$ cat src/rtl/truth_table_lut_pkg.sv
`default_nettype none
// ============================================================================
// Module   : truth_table_pkg
// Brief    : Shared types, constants and helpers for the truth-table LUT.
// Revision : 1.0  initial release
// ============================================================================
package truth_table_pkg;

    localparam int MAX_N_IN = 6;

    typedef enum logic [0:0] {
        IDLE = 1'b0,
        LOAD = 1'b1
    } cfg_state_t;

    function automatic int tt_width(input int n);
        return 1 << n;
    endfunction

endpackage : truth_table_pkg
`default_nettype wire

$ cat src/rtl/truth_table_lut_if.sv
`default_nettype none
// ============================================================================
// Module   : truth_table_lut_if
// Brief    : Evaluation handshake and serial configuration bundle.
// Revision : 1.0  initial release
// ============================================================================
interface truth_table_lut_if #(
    parameter int N_IN = 3
) ();

    logic            in_valid;
    logic            in_ready;
    logic [N_IN-1:0] in_vec;
    logic            out_valid;
    logic            out_ready;
    logic            out_bit;
    logic            cfg_start;
    logic            cfg_valid;
    logic            cfg_bit;
    logic            cfg_busy;
    logic            cfg_done;

    modport master (
        output in_valid, in_vec, out_ready, cfg_start, cfg_valid, cfg_bit,
        input  in_ready, out_valid, out_bit, cfg_busy, cfg_done
    );

    modport slave (
        input  in_valid, in_vec, out_ready, cfg_start, cfg_valid, cfg_bit,
        output in_ready, out_valid, out_bit, cfg_busy, cfg_done
    );

endinterface : truth_table_lut_if
`default_nettype wire

$ cat src/rtl/truth_table_lut_tt_shift_loader.sv
`default_nettype none
// ============================================================================
// Module   : tt_shift_loader
// Brief    : Serial truth-table loader (IDLE/LOAD FSM, counter, shadow word).
//            TT_READBACK_EN adds the o_err aborted-load pulse.
// Revision : 1.0  initial release
// ============================================================================
module tt_shift_loader
    import truth_table_pkg::*;
#(
    parameter int N_IN = 3
) (
    input  wire logic                        clk,
    input  wire logic                        reset,
    input  wire logic                        i_cfg_start,
    input  wire logic                        i_cfg_valid,
    input  wire logic                        i_cfg_bit,
    output logic                             o_busy,
    output logic                             o_done,
    output logic                             o_commit,
    output logic [tt_width(N_IN)-1:0]        o_shadow
`ifdef TT_READBACK_EN
   ,output logic                             o_err
`endif
);

    localparam int                c_tt_w = tt_width(N_IN);
    localparam logic [N_IN:0]     c_last = (N_IN+1)'(c_tt_w - 1);

    cfg_state_t          r_state, w_state_nxt;
    logic [N_IN:0]       r_count, w_count_nxt;
    logic [c_tt_w-1:0]   r_shadow, w_shadow_nxt;
    logic                r_done;
    logic                w_commit;
    logic                w_abort;
`ifdef TT_READBACK_EN
    logic                r_err;
`endif

    always_ff @(posedge clk) begin
        if (reset) begin
            r_state  <= IDLE;
            r_count  <= '0;
            r_shadow <= '0;
            r_done   <= 1'b0;
`ifdef TT_READBACK_EN
            r_err    <= 1'b0;
`endif
        end else begin
            r_state  <= w_state_nxt;
            r_count  <= w_count_nxt;
            r_shadow <= w_shadow_nxt;
            r_done   <= w_commit;
`ifdef TT_READBACK_EN
            r_err    <= w_abort;
`endif
        end
    end

    // A start pulse always wins over a coincident data bit, in either state.
    always_comb begin
        w_state_nxt  = r_state;
        w_count_nxt  = r_count;
        w_shadow_nxt = r_shadow;
        w_commit     = 1'b0;
        w_abort      = 1'b0;
        case (r_state)
            IDLE: begin
                if (i_cfg_start) begin
                    w_state_nxt  = LOAD;
                    w_count_nxt  = '0;
                    w_shadow_nxt = '0;
                end
            end
            LOAD: begin
                if (i_cfg_start) begin
                    w_abort      = 1'b1;
                    w_count_nxt  = '0;
                    w_shadow_nxt = '0;
                end else if (i_cfg_valid) begin
                    w_shadow_nxt = {r_shadow[c_tt_w-2:0], i_cfg_bit};
                    w_count_nxt  = r_count + 1'b1;
                    if (r_count == c_last) begin
                        w_commit    = 1'b1;
                        w_state_nxt = IDLE;
                    end
                end
            end
            default: w_state_nxt = IDLE;
        endcase
    end

    // The shadow handed over is the completed word including the final bit.
    assign o_busy   = (r_state == LOAD);
    assign o_done   = r_done;
    assign o_commit = w_commit;
    assign o_shadow = w_shadow_nxt;
`ifdef TT_READBACK_EN
    assign o_err    = r_err;
`endif

endmodule : tt_shift_loader
`default_nettype wire

$ cat src/rtl/truth_table_lut.sv
`default_nettype none
// ============================================================================
// Module   : truth_table_lut
// Brief    : Reprogrammable N-input Boolean evaluator with registered output.
//            TT_READBACK_EN adds tt_active_o and cfg_err ports.
// Revision : 1.0  initial release
// ============================================================================
module truth_table_lut
    import truth_table_pkg::*;
#(
    parameter int                         N_IN    = 3,
    parameter logic [tt_width(N_IN)-1:0]  INIT_TT = 8'hEC
) (
    input  wire logic                     clk,
    input  wire logic                     reset,
    truth_table_lut_if.slave              tt_bus
`ifdef TT_READBACK_EN
   ,output logic [tt_width(N_IN)-1:0]     tt_active_o
   ,output logic                          cfg_err
`endif
);

    localparam int c_tt_w = tt_width(N_IN);

    generate
        if (N_IN < 1 || N_IN > MAX_N_IN) begin : g_bad_n_in
            $error("truth_table_lut: N_IN out of range");
        end
    endgenerate

    logic [c_tt_w-1:0] r_tt_active;
    logic [c_tt_w-1:0] w_tt_rev;
    logic [c_tt_w-1:0] w_shadow;
    logic              w_commit;
    logic              r_out_valid;
    logic              r_out_bit;
    logic              w_in_ready;
    logic              w_accept;
`ifdef TT_READBACK_EN
    logic              w_err;
`endif

    tt_shift_loader #(
        .N_IN        (N_IN)
    ) u_loader (
        .clk         (clk),
        .reset       (reset),
        .i_cfg_start (tt_bus.cfg_start),
        .i_cfg_valid (tt_bus.cfg_valid),
        .i_cfg_bit   (tt_bus.cfg_bit),
        .o_busy      (tt_bus.cfg_busy),
        .o_done      (tt_bus.cfg_done),
        .o_commit    (w_commit),
        .o_shadow    (w_shadow)
`ifdef TT_READBACK_EN
       ,.o_err       (w_err)
`endif
    );

    // Row 0 sits at the table MSB, so reverse once and index by in_vec.
    generate
        for (genvar gi = 0; gi < c_tt_w; gi++) begin : g_rev
            assign w_tt_rev[gi] = r_tt_active[c_tt_w-1-gi];
        end
    endgenerate

    assign w_in_ready = !r_out_valid || tt_bus.out_ready;
    assign w_accept   = tt_bus.in_valid && w_in_ready;

    always_ff @(posedge clk) begin
        if (reset) begin
            r_tt_active <= INIT_TT;
            r_out_valid <= 1'b0;
            r_out_bit   <= 1'b0;
        end else begin
            if (w_commit) begin
                r_tt_active <= w_shadow;
            end
            if (w_accept) begin
                r_out_valid <= 1'b1;
                r_out_bit   <= w_tt_rev[tt_bus.in_vec];
            end else if (tt_bus.out_ready) begin
                r_out_valid <= 1'b0;
            end
        end
    end

    assign tt_bus.in_ready  = w_in_ready;
    assign tt_bus.out_valid = r_out_valid;
    assign tt_bus.out_bit   = r_out_bit;
`ifdef TT_READBACK_EN
    assign tt_active_o      = r_tt_active;
    assign cfg_err          = w_err;
`endif

endmodule : truth_table_lut
`default_nettype wire

$ cat src/flat_wrapper.sv
// flat-port wrapper written by rule: the top's interface ports become plain ports
module truth_table_lut_flat import truth_table_pkg::*;
#(
    parameter int                         N_IN    = 3,
    parameter logic [tt_width(N_IN)-1:0]  INIT_TT = 8'hEC
)
  (clk, reset, tt_bus_in_valid, tt_bus_in_vec, tt_bus_out_ready, tt_bus_cfg_start, tt_bus_cfg_valid, tt_bus_cfg_bit, tt_bus_in_ready, tt_bus_out_valid, tt_bus_out_bit, tt_bus_cfg_busy, tt_bus_cfg_done);
  truth_table_lut_if #(.N_IN(N_IN)) tt_bus_i ();
  input  wire logic clk;
  input  wire logic reset;
  input wire logic [$bits(tt_bus_i.in_valid)-1:0] tt_bus_in_valid;
  input wire logic [$bits(tt_bus_i.in_vec)-1:0] tt_bus_in_vec;
  input wire logic [$bits(tt_bus_i.out_ready)-1:0] tt_bus_out_ready;
  input wire logic [$bits(tt_bus_i.cfg_start)-1:0] tt_bus_cfg_start;
  input wire logic [$bits(tt_bus_i.cfg_valid)-1:0] tt_bus_cfg_valid;
  input wire logic [$bits(tt_bus_i.cfg_bit)-1:0] tt_bus_cfg_bit;
  output wire logic [$bits(tt_bus_i.in_ready)-1:0] tt_bus_in_ready;
  output wire logic [$bits(tt_bus_i.out_valid)-1:0] tt_bus_out_valid;
  output wire logic [$bits(tt_bus_i.out_bit)-1:0] tt_bus_out_bit;
  output wire logic [$bits(tt_bus_i.cfg_busy)-1:0] tt_bus_cfg_busy;
  output wire logic [$bits(tt_bus_i.cfg_done)-1:0] tt_bus_cfg_done;
  assign tt_bus_i.in_valid = tt_bus_in_valid;
  assign tt_bus_i.in_vec = tt_bus_in_vec;
  assign tt_bus_i.out_ready = tt_bus_out_ready;
  assign tt_bus_i.cfg_start = tt_bus_cfg_start;
  assign tt_bus_i.cfg_valid = tt_bus_cfg_valid;
  assign tt_bus_i.cfg_bit = tt_bus_cfg_bit;
  assign tt_bus_in_ready = tt_bus_i.in_ready;
  assign tt_bus_out_valid = tt_bus_i.out_valid;
  assign tt_bus_out_bit = tt_bus_i.out_bit;
  assign tt_bus_cfg_busy = tt_bus_i.cfg_busy;
  assign tt_bus_cfg_done = tt_bus_i.cfg_done;
  truth_table_lut #(.N_IN(N_IN), .INIT_TT(INIT_TT)) u_core (.clk(clk), .reset(reset), .tt_bus(tt_bus_i));
endmodule
$ cat config.mk
export PLATFORM = sky130hd
export DESIGN_NAME = truth_table_lut_flat
export DESIGN_NICKNAME = d
export VERILOG_FILES = /design/src/rtl/truth_table_lut_pkg.sv /design/src/rtl/truth_table_lut_if.sv /design/src/rtl/truth_table_lut_tt_shift_loader.sv /design/src/rtl/truth_table_lut.sv /design/src/flat_wrapper.sv
export SDC_FILE = /design/constraint.sdc
export NUM_CORES = 1
export LEC_CHECK = 0
export ABC_AREA = 1
export CORE_MARGIN = 1
export CORE_UTILIZATION = 47
export CTS_CLUSTER_DIAMETER = 30
export DETAILED_ROUTE_END_ITERATION = 10
export PLACE_DENSITY_LB_ADDON = 0.12
export SYNTH_ARGS = -nofsm -noshare
export SYNTH_HDL_FRONTEND = slang
export SYNTH_SLANG_ARGS = --single-unit
$ cat constraint.sdc
create_clock -name clk -period 1.25 [get_ports clk]
set_input_delay 0.3125 -clock clk [delete_from_list [all_inputs] [get_ports clk]]
set_output_delay 0.3125 -clock clk [all_outputs]
set_load 0.02 [all_outputs]
==> impl_metrics.ini, run 1 <==
[status]
status = finished, violations left
violations = setup timing

[critical_path]
cp-start-kind = flop
cp_cell_sequence = ha_4 -> inv_2 -> nor3_4 -> nand2_4 -> nor2_8 -> nand2_2 -> o21ai_2
critPathMaxStageDelay_ns = 0.38
arrival_ns = 1.54
required_ns = 1.52
cp_slowest_cell = dfxtp_2
endpoint_kind = flop
cp_max_fo = 7
worst-setup-path-type = flop to flop

[synth]
ys_seq_elements = 24
synth_area_per_cell_um2 = 7.77
ys_types = 23
synth_area_mm2 = 0.00105
seq_area_frac_synth_pct = 45.8
syn_inst = 135
yosysWarnings = 0
synth_nets = 146

[pwr]
share_comb_of_total_power_pct = 12.5
p_leak_nw = 0.688
p_sw_uw = 335
internal_power_mw = 1.03
switching_share_pct = 24.5
cellPowerDensity_mw_per_mm2 = 967
ir_drop_mv = 0.691
p_clk_share_pct = 30.3
seqPwrFrac_pct = 57.2

[clock_network]
cts_buffer_depth = 2
clk_latency_ns = 0.32
cts_tree = done
cts_buffers = 3
path_clk_slew_ns = 0.13
htree_num_levels = 1
cts.sinks = 24
ctsRootBufferMaster = clkbuf_4

[sta]
clock.fmax_ghz = 0.783
tightest_slew_ns = 0.310
fin_crit_ns = 1.28
tns_ns = -0.0957
drv_slew = 0
fin_hold_ws_ns = 0.380
fin_ws_ns = -0.0277
slew_headroom_pct = 79.1
hold_violations = 0
fin_skew_ns = 0.00866
finalSetupViolations = 8
rsz0062_at_grt = true
finalCritPeriodShare_pct = 102

[placed_design]
place_hpwl_mm = 1.50
placed_cells = 185
place.gp.congestion = 0.752
dpl-instance-area_mm2 = 0.00129
portBuffers = 14

[floorplanning]
rows = 16
die_h_um = 49.2
dieArea_mm2 = 0.00242
ios = 15
core_region_area_mm2 = 0.00202
start_util_pct = 51.9
die_w_um = 49.2

[route]
wl_per_cell_um = 11.4
wirelength_mm = 2.20
drtPass1Iterations = 3
drt-met1-wl_um = 977
top_layer = met4
wl_met2_mm = 1.12
ant_nets = 0
dr_total_vias = 923
dr.first_iter.drc_count = 13
drcViolationCount = 0
wl_met3_um = 65
routed_via_density = 4.78

[layout]
syn2layout_area_growth_pct = 35.0
post-route-cell-area_mm2 = 0.00142
final_core_util_pct = 70.0
layout_common_cells = inv_1 (25), dfxtp_1 (21), nor2_1 (20)
antennaDiodeCount = 0
final_common_cell = inv_1
final_cells = 193
drive_gt1_share_pct = 30.7
final_nets = 178

[grt]
grt-ovfl-total = 0
grt_start_max_net_pins = 14
grt_pass1_wl_mm = 3.65
antenna_found_initial = 0
grt_usage_pct = 19.9
first_global_vias = 891

[hold_path]
hp-class = input pin to flop

[job]
maxCapViolations = 0
==> layout make-up <==
cell class	count	area, um2
timing repair buffer	27	229
tap	27	33.8
sequential	24	484
inverter	28	105
fill	181	607
clock buffer	4	36.3
multi-input combinational	83	527
==> through the flow <==
stage / worst slack [ns] / power [mW]
after floorplan: 0.0557 / 0.869
after global placement: -0.515 / 0.950
after detailed placement: -0.532 / 0.953
after CTS: -0.0489 / 1.37
after global routing: -0.0789 / 1.42
final: -0.0277 / 1.37
==> routing by layer <==
layer  track usage [%]  vias to the layer above
met5                 0                        -
met4              10.3                        0
met3              4.05                        3
met2              33.8                       12
met1              23.4                      424
li1                  -                      484
==> power groups by stage <==
stage / Combinational, mW / Clock [mW] / Sequential [mW]
2_1_floorplan: 0.0617 / 0 / 0.807
3_3_place_gp: 0.153 / 0 / 0.798
3_5_place_dp: 0.155 / 0 / 0.799
4_1_cts: 0.162 / 0.426 / 0.782
5_1_grt: 0.186 / 0.452 / 0.784
6_report: 0.171 / 0.415 / 0.782
==> synth_stat cells <==
library cell	count	area share (%)
dfxtp_1	24	46
nand3b_1	2	1.4
o21ai_0	7	3.3
nand2_2	1	0.60
nand3_1	5	2.4
nor3_4	1	1.6
a21oi_1	5	2.4
nor2_4	1	1.1
o22ai_1	2	1.2
nand2_1	20	7.2
ha_1	1	1.2
nor2_1	21	7.5
buf_2	1	0.48
inv_2	1	0.36
inv_1	27	9.7
a22oi_1	2	1.4
a21oi_2	5	4.2
or2_2	1	0.60
nand2_4	3	3.2
nor2_8	1	1.9
nor3b_1	1	0.72
o21ai_2	1	0.84
o21ai_1	2	0.95
==> repair_timing <==
action	in CTS	in global routing
pin swaps	1	0
hold buffers	0	0
setup endpoints to repair	14	20
cloned	1	0
gates resized for setup	32	12
buffers inserted	2	1
==> cell families after synthesis <==
| group | count (synthesis) | synth area share, % |
|---|---|---|
| adder cells (fa/ha/maj) | 1 | 1.19 |
| AND/OR/NAND/NOR | 57 | 28.2 |
| flip-flops | 24 | 45.8 |
| buffers and inverters | 29 | 10.5 |
| AO/OA/AOI/OAI | 24 | 14.3 |
==> flip-flops by register name, summed over array words and instances (netlist names) <==
signal and flops:
u_core.u_loader.o_done 1, u_core.u_loader.r_count 4, u_core.tt_bus.out_valid 1, u_core.u_loader.o_busy 1, u_core.tt_bus.out_bit 1, u_core.u_loader.r_shadow 8
u_core.r_tt_active 8
==> final timing paths <==
kind,start,end,slack [ns],depth (start not counted)
worst max register to register,u_core.u_loader.r_count[0]$_SDFFE_PP0P_,u_core.r_tt_active[4]$_SDFFE_PP0P_,-0.03,7
worst min-delay path,tt_bus_cfg_start,u_core.u_loader.o_busy$_SDFF_PP0_,0.38,3
worst max-delay path,u_core.u_loader.r_count[0]$_SDFFE_PP0P_,u_core.r_tt_active[4]$_SDFFE_PP0P_,-0.03,7
worst min register to register,u_core.u_loader.r_count[3]$_SDFFE_PP0P_,u_core.u_loader.r_count[3]$_SDFFE_PP0P_,0.45,1
==> worst max-delay path: cells and delay by family (launching register included) <==
family / cells / cell delay (ns)
and+or+nand+nor: 4 / 0.62
DFF: 1 / 0.38
adders and majority gates: 1 / 0.13
AOI/OAI and AO/OA: 1 / 0.05
buffers and inverters: 1 / 0.04
No activity file was read; power rests on OpenSTA's default activity.
==> inputs of run 2 (changes only) <==
--- a/config.mk
+++ b/config.mk
@@ -6,7 +6,7 @@
 export NUM_CORES = 1
 export LEC_CHECK = 0
 export ABC_AREA = 1
-export CORE_MARGIN = 1
+export CORE_MARGIN = 2
 export CORE_UTILIZATION = 47
 export CTS_CLUSTER_DIAMETER = 30
 export DETAILED_ROUTE_END_ITERATION = 10
==> impl_metrics.ini, run 2 (synthesis results as in run 1) <==
[critical_path]
arrival_ns = 1.48
required_ns = 1.46
cp_max_fo = 7
worst-setup-path-type = flop to flop
cp-start-kind = flop
endpoint_kind = flop

[layout]
drive_gt1_share_pct = 30.8
syn2layout_area_growth_pct = 35.9
final_common_cell = inv_1
final_core_util_pct = 65.7
layout_common_cells = inv_1 (26), dfxtp_1 (21), nor2_1 (19)
post-route-cell-area_mm2 = 0.00143
antennaDiodeCount = 0
reg_top3 = u_core.r_tt_active x8, u_core.u_loader.r_shadow x8, u_core.u_loader.r_count x4
final_nets = 181

[route]
routed_via_density = 4.61
wirelength_mm = 2.06
wl_per_cell_um = 10.4
dr_total_vias = 908
drcViolationCount = 0
drtPass1Iterations = 4
ant_nets = 0
dr.first_iter.drc_count = 5

[sta]
clock.fmax_ghz = 0.789
hold_violations = 0
slew_headroom_pct = 82.3
fin_ws_ns = -0.0181
tightest_slew_ns = 0.265
fin_skew_ns = 0.00845
finalSetupViolations = 8
drv_slew = 0
rsz0062_at_grt = true
finalCritPeriodShare_pct = 101
fin_crit_ns = 1.27

[clock_network]
cts_buffers = 3
ctsRootBufferMaster = clkbuf_4
htree_num_levels = 1
clk_latency_ns = 0.31
cts_tree = done
cts_buffer_depth = 2
cts.sinks = 24
path_clk_slew_ns = 0.13

[grt]
grt_use_met3_pct = 2.63
first_global_vias = 846
grt_usage_pct = 17.7
grt_pass1_wl_mm = 3.46
top_usage_layer = met2
grt.met2_usage_pct = 30.7
grt_use_met1_pct = 21.6
grt-ovfl-total = 0
antenna_found_initial = 0
grt_start_max_net_pins = 14

[floorplanning]
ios = 15
start_util_pct = 48.3
dieArea_mm2 = 0.00262
die_h_um = 51.2
core_region_area_mm2 = 0.00217
die_w_um = 51.2
rows = 17

[placed_design]
place_hpwl_mm = 1.55
dpl-instance-area_mm2 = 0.00133
place.gp.congestion = 0.802
portBuffers = 14

[job]
maxCapViolations = 0

[status]
violations = setup timing
status = finished, violations left

[pwr]
p_leak_nw = 0.689
cellPowerDensity_mw_per_mm2 = 949
ir_drop_mv = 0.747

[hold_path]
hp-class = input pin to flop
==> run 2: cell types whose count changed in the layout (fill, tap and decap cells not counted), sizes merged <==
| cell | change |
|---|---|
| buf | +2 |
| dlymetal6s2s | -2 |
| clkbuf | +1 |
| clkdlybuf4s50 | +1 |
| dlygate4sd2 | +1 |
==> run 2: layer usage <==
metal | wire length, um | part of all wire (%)
met4 | 41 | 2.0
met1 | 926 | 45
met3 | 67 | 3.3
met2 | 1020 | 50
met5 | 0 | 0
==> run 2: layout make-up <==
type                       count  area [um2]
clock buffer                   4        36.3
fill                         203         744
inverter                      28         105
multi-input combinational     83         519
sequential                    24         484
tap                           28        35.0
timing repair buffer          30         245
==> run 2: metrics by stage <==
stage               TNS (ns)  worst slack, ns  hold WS, ns  std cells  total power [mW]
finish               -0.0788          -0.0181        0.432        197              1.35
global route          -0.641           -0.102        0.460        197              1.41
CTS                   -0.115          -0.0257        0.465        196              1.36
global placement       -6.66           -0.520        0.444        191             0.960
floorplan                  0           0.0557        0.422        135             0.869
detailed placement     -7.25           -0.544        0.446        191             0.963
==> run 2: worst paths after layout <==
check	startpoint	depth (start not counted)	end	slack [ns]
max reg2reg	u_core.u_loader.r_count[0]$_SDFFE_PP0P_	6	u_core.r_tt_active[5]$_SDFFE_PP1P_	-0.02
min reg2reg	u_core.u_loader.r_count[3]$_SDFFE_PP0P_	1	u_core.u_loader.r_count[3]$_SDFFE_PP0P_	0.46
max	u_core.u_loader.r_count[0]$_SDFFE_PP0P_	6	u_core.r_tt_active[5]$_SDFFE_PP1P_	-0.02
min	tt_bus_cfg_start	4	u_core.u_loader.o_busy$_SDFF_PP0_	0.43
==> run 2: what timing repair did <==
action | CTS | global route
endpoints found under the hold margin | 0 | 0
setup buffers | 0 | 1
endpoints found under the setup margin | 12 | 18
resized for setup | 27 | 13
pin swaps | 1 | 3
hold buffers | 0 | 0
gates cloned | 1 | 0
==> run 2: critical path, stage by stage (launching register included) <==
cell	delay (ns)
dfxtp_2	0.35
ha_1	0.15
inv_2	0.05
nor3_4	0.20
nand2_4	0.16
nor2_8	0.18
a21oi_2	0.08
==> run 2: where the power goes <==
group / switching, mW / internal [mW] / total, mW
combinational: 0.0925 / 0.0816 / 0.174
clock: 0.220 / 0.178 / 0.398
sequential: 0.00541 / 0.775 / 0.781
==> inputs of run 3 (changes only) <==
--- a/config.mk
+++ b/config.mk
@@ -6,11 +6,12 @@
 export NUM_CORES = 1
 export LEC_CHECK = 0
 export ABC_AREA = 1
-export CORE_MARGIN = 2
+export CORE_MARGIN = 5
 export CORE_UTILIZATION = 47
 export CTS_CLUSTER_DIAMETER = 30
 export DETAILED_ROUTE_END_ITERATION = 10
 export PLACE_DENSITY_LB_ADDON = 0.12
 export SYNTH_ARGS = -nofsm -noshare
 export SYNTH_HDL_FRONTEND = slang
+export SYNTH_HIERARCHICAL = 1
 export SYNTH_SLANG_ARGS = --single-unit
==> constraint.sdc (replaced) <==
create_clock -name clk -period 1.25 [get_ports clk]
set_input_delay 0.3125 -clock clk [delete_from_list [all_inputs] [get_ports clk]]
set_output_delay 0.3125 -clock clk [all_outputs]
set_load 0.1 [all_outputs]
==> impl_metrics.ini, run 3 <==
[sta]
finalCritPeriodShare_pct = 101
fin_crit_ns = 1.26
tightest_slew_ns = 0.240
slew_headroom_pct = 84.0
fin_skew_ns = 0.00578
rsz0062_at_grt = true
tns_ns = -0.00792
hold_violations = 0
fin_ws_ns = -0.00792
clock.fmax_ghz = 0.795
finalSetupViolations = 1
fin_hold_ws_ns = 0.474
drv_slew = 0

[clock_network]
path_clk_slew_ns = 0.13
ctsRootBufferMaster = clkbuf_4
cts_tree = done
cts_buffer_depth = 2
cts.sinks = 24
holdBufCountCts = 0
htree_num_levels = 1
cts_buffers = 3
clk_latency_ns = 0.32

[synth]
syn_inst = 143
synthTopCellsByCount = nand2_1 (34), dfxtp_1 (24), a21oi_1 (21)
ys_top_cells_by_area = dfxtp_1 (45%), nand2_1 (12%), a21oi_1 (9.9%), inv_1 (6.7%), nand3_1 (6.1%)
synth_area_mm2 = 0.00106
netlist.area_leader.share_pct = 45.4
yosysWarnings = 6
synthArstFlopShare_pct = 0
ys_types = 19
synthMostInstantiatedCell = nand2_1
synth_area_per_cell_um2 = 7.40
yosysTopAreaCell = dfxtp_1
synth_nets = 154
synth-edff-count = 0
synth_flop_cell = dfxtp_1
ys_seq_elements = 24
seq_area_frac_synth_pct = 45.4

[layout]
multiInputGateArea_um2 = 541
final_cells = 205
final_nets = 189
num-fill-cells = 184
antennaDiodeCount = 0
syn2layout_area_growth_pct = 45.4
reg_top3 = u_core/r_tt_active x8, u_core/u_loader/r_shadow x8, u_core/u_loader/r_count x4
post-route-cell-area_mm2 = 0.00154
layout_common_cells = nand2_1 (30), a21oi_1 (20), dfxtp_1 (19)
seq_area_um2 = 492
final_core_util_pct = 70.2
final_common_cell = nand2_1
drive_gt1_share_pct = 29.9

[critical_path]
reg2reg_from = u_core/u_loader/r_count[0]$_SDFFE_PP0P_
critPathMaxStageDelay_ns = 0.39
required_ns = 0.94
cp-start-kind = flop
arrival_ns = 0.95
cp_cell_sequence = nand2_4 -> buf_12
cp_slowest_cell = dfxtp_4
worst-setup-path-type = flop to primary output
endpoint_kind = primary output
cp_max_fo = 2
startpoint = u_core/tt_bus.out_valid$_SDFFE_PP0P_

[route]
drcViolationCount = 0
drtPass1Iterations = 4
ant_nets = 0
wirelength_mm = 2.31
wl_per_cell_um = 11.3
routed_via_density = 4.99
dr_total_vias = 1023
dr.first_iter.drc_count = 25

[pwr]
ir_drop_mv = 0.618
p_leak_nw = 0.722
cellPowerDensity_mw_per_mm2 = 952

[floorplanning]
rows = 17
die_h_um = 57.5
dieArea_mm2 = 0.00330
core_region_area_mm2 = 0.00219
ios = 15
die_w_um = 57.5
start_util_pct = 48.3

[placed_design]
place.gp.congestion = 0.725
dpl-instance-area_mm2 = 0.00141
portBuffers = 14
placed_cells = 197
place_hpwl_mm = 1.68

[status]
violations = setup timing
status = finished, violations left

[grt]
grt_pass1_wl_mm = 3.84
grt_start_max_net_pins = 14
grt_usage_pct = 14.7
antenna_found_initial = 0
first_global_vias = 975
grt-ovfl-total = 0

[hold_path]
min_from = u_core/r_tt_active[4]$_SDFFE_PP0P_
hp-class = flop to flop

[job]
maxCapViolations = 0
run 3: cell type report:
type                       count  area share (%)
tap                           28            2.28
inverter                      21            5.12
timing repair buffer          33            23.2
clock buffer                   4            2.36
multi-input combinational     95            35.1
sequential                    24            32.0
run 3: through the flow:
stage	setup slack [ns]	power, mW
detailed placement	-0.378	1.05
global placement	-0.347	1.04
global route	-0.0545	1.54
floorplan	-0.00146	0.930
CTS	-0.0150	1.47
finish	-0.00792	1.47
run 3: power by group:
part	total (mW)	internal [mW]	leakage [nW]	switching (mW)
combinational	0.263	0.113	0.504	0.150
clock	0.417	0.178	0.0210	0.239
sequential	0.785	0.774	0.197	0.0112
run 3: final timing paths:
| kind | slack, ns | cells after the start | end |
|---|---|---|---|
| setup / recovery | -0.008 | 2 | tt_bus_in_ready |
| hold / removal | 0.47 | 2 | u_core/r_tt_active[4]$_SDFFE_PP0P_ |
| setup reg to reg | 0 | 8 | u_core/r_tt_active[4]$_SDFFE_PP0P_ |
| hold reg to reg | 0.47 | 2 | u_core/r_tt_active[4]$_SDFFE_PP0P_ |
run 3: logic make-up after synthesis:
kind of cell	after synthesis	synth area share, %
adders and majority gates	1	1.18
DFF	24	45.4
and+or+nand+nor	61	28.1
buffers and inverters	25	9.81
AOI/OAI and AO/OA	32	15.5
run 3: layer usage:
metal / share of wire [%] / vias up / routed length, um / global-route usage, %
li1: - / 532 / - / -
met1: 46 / 464 / 1060 / 16.2
met2: 48 / 22 / 1100 / 26.5
met3: 4.2 / 5 / 98 / 2.49
met4: 2.4 / 0 / 55 / 7.95
met5: 0 / - / 0 / 0
run 3: repair_timing:
item | in CTS | in global routing
pin swaps | 2 | 2
endpoints found under the setup margin | 9 | 12
resized for setup | 12 | 14
setup buffers | 1 | 2
gates cloned | 1 | 0
run 3: critical path: cells and delay by family, from the launching register on:
family,cells,cell delay (ns)
DFF,1,0.39
buffers and inverters,1,0.17
and+or+nand+nor,1,0.07
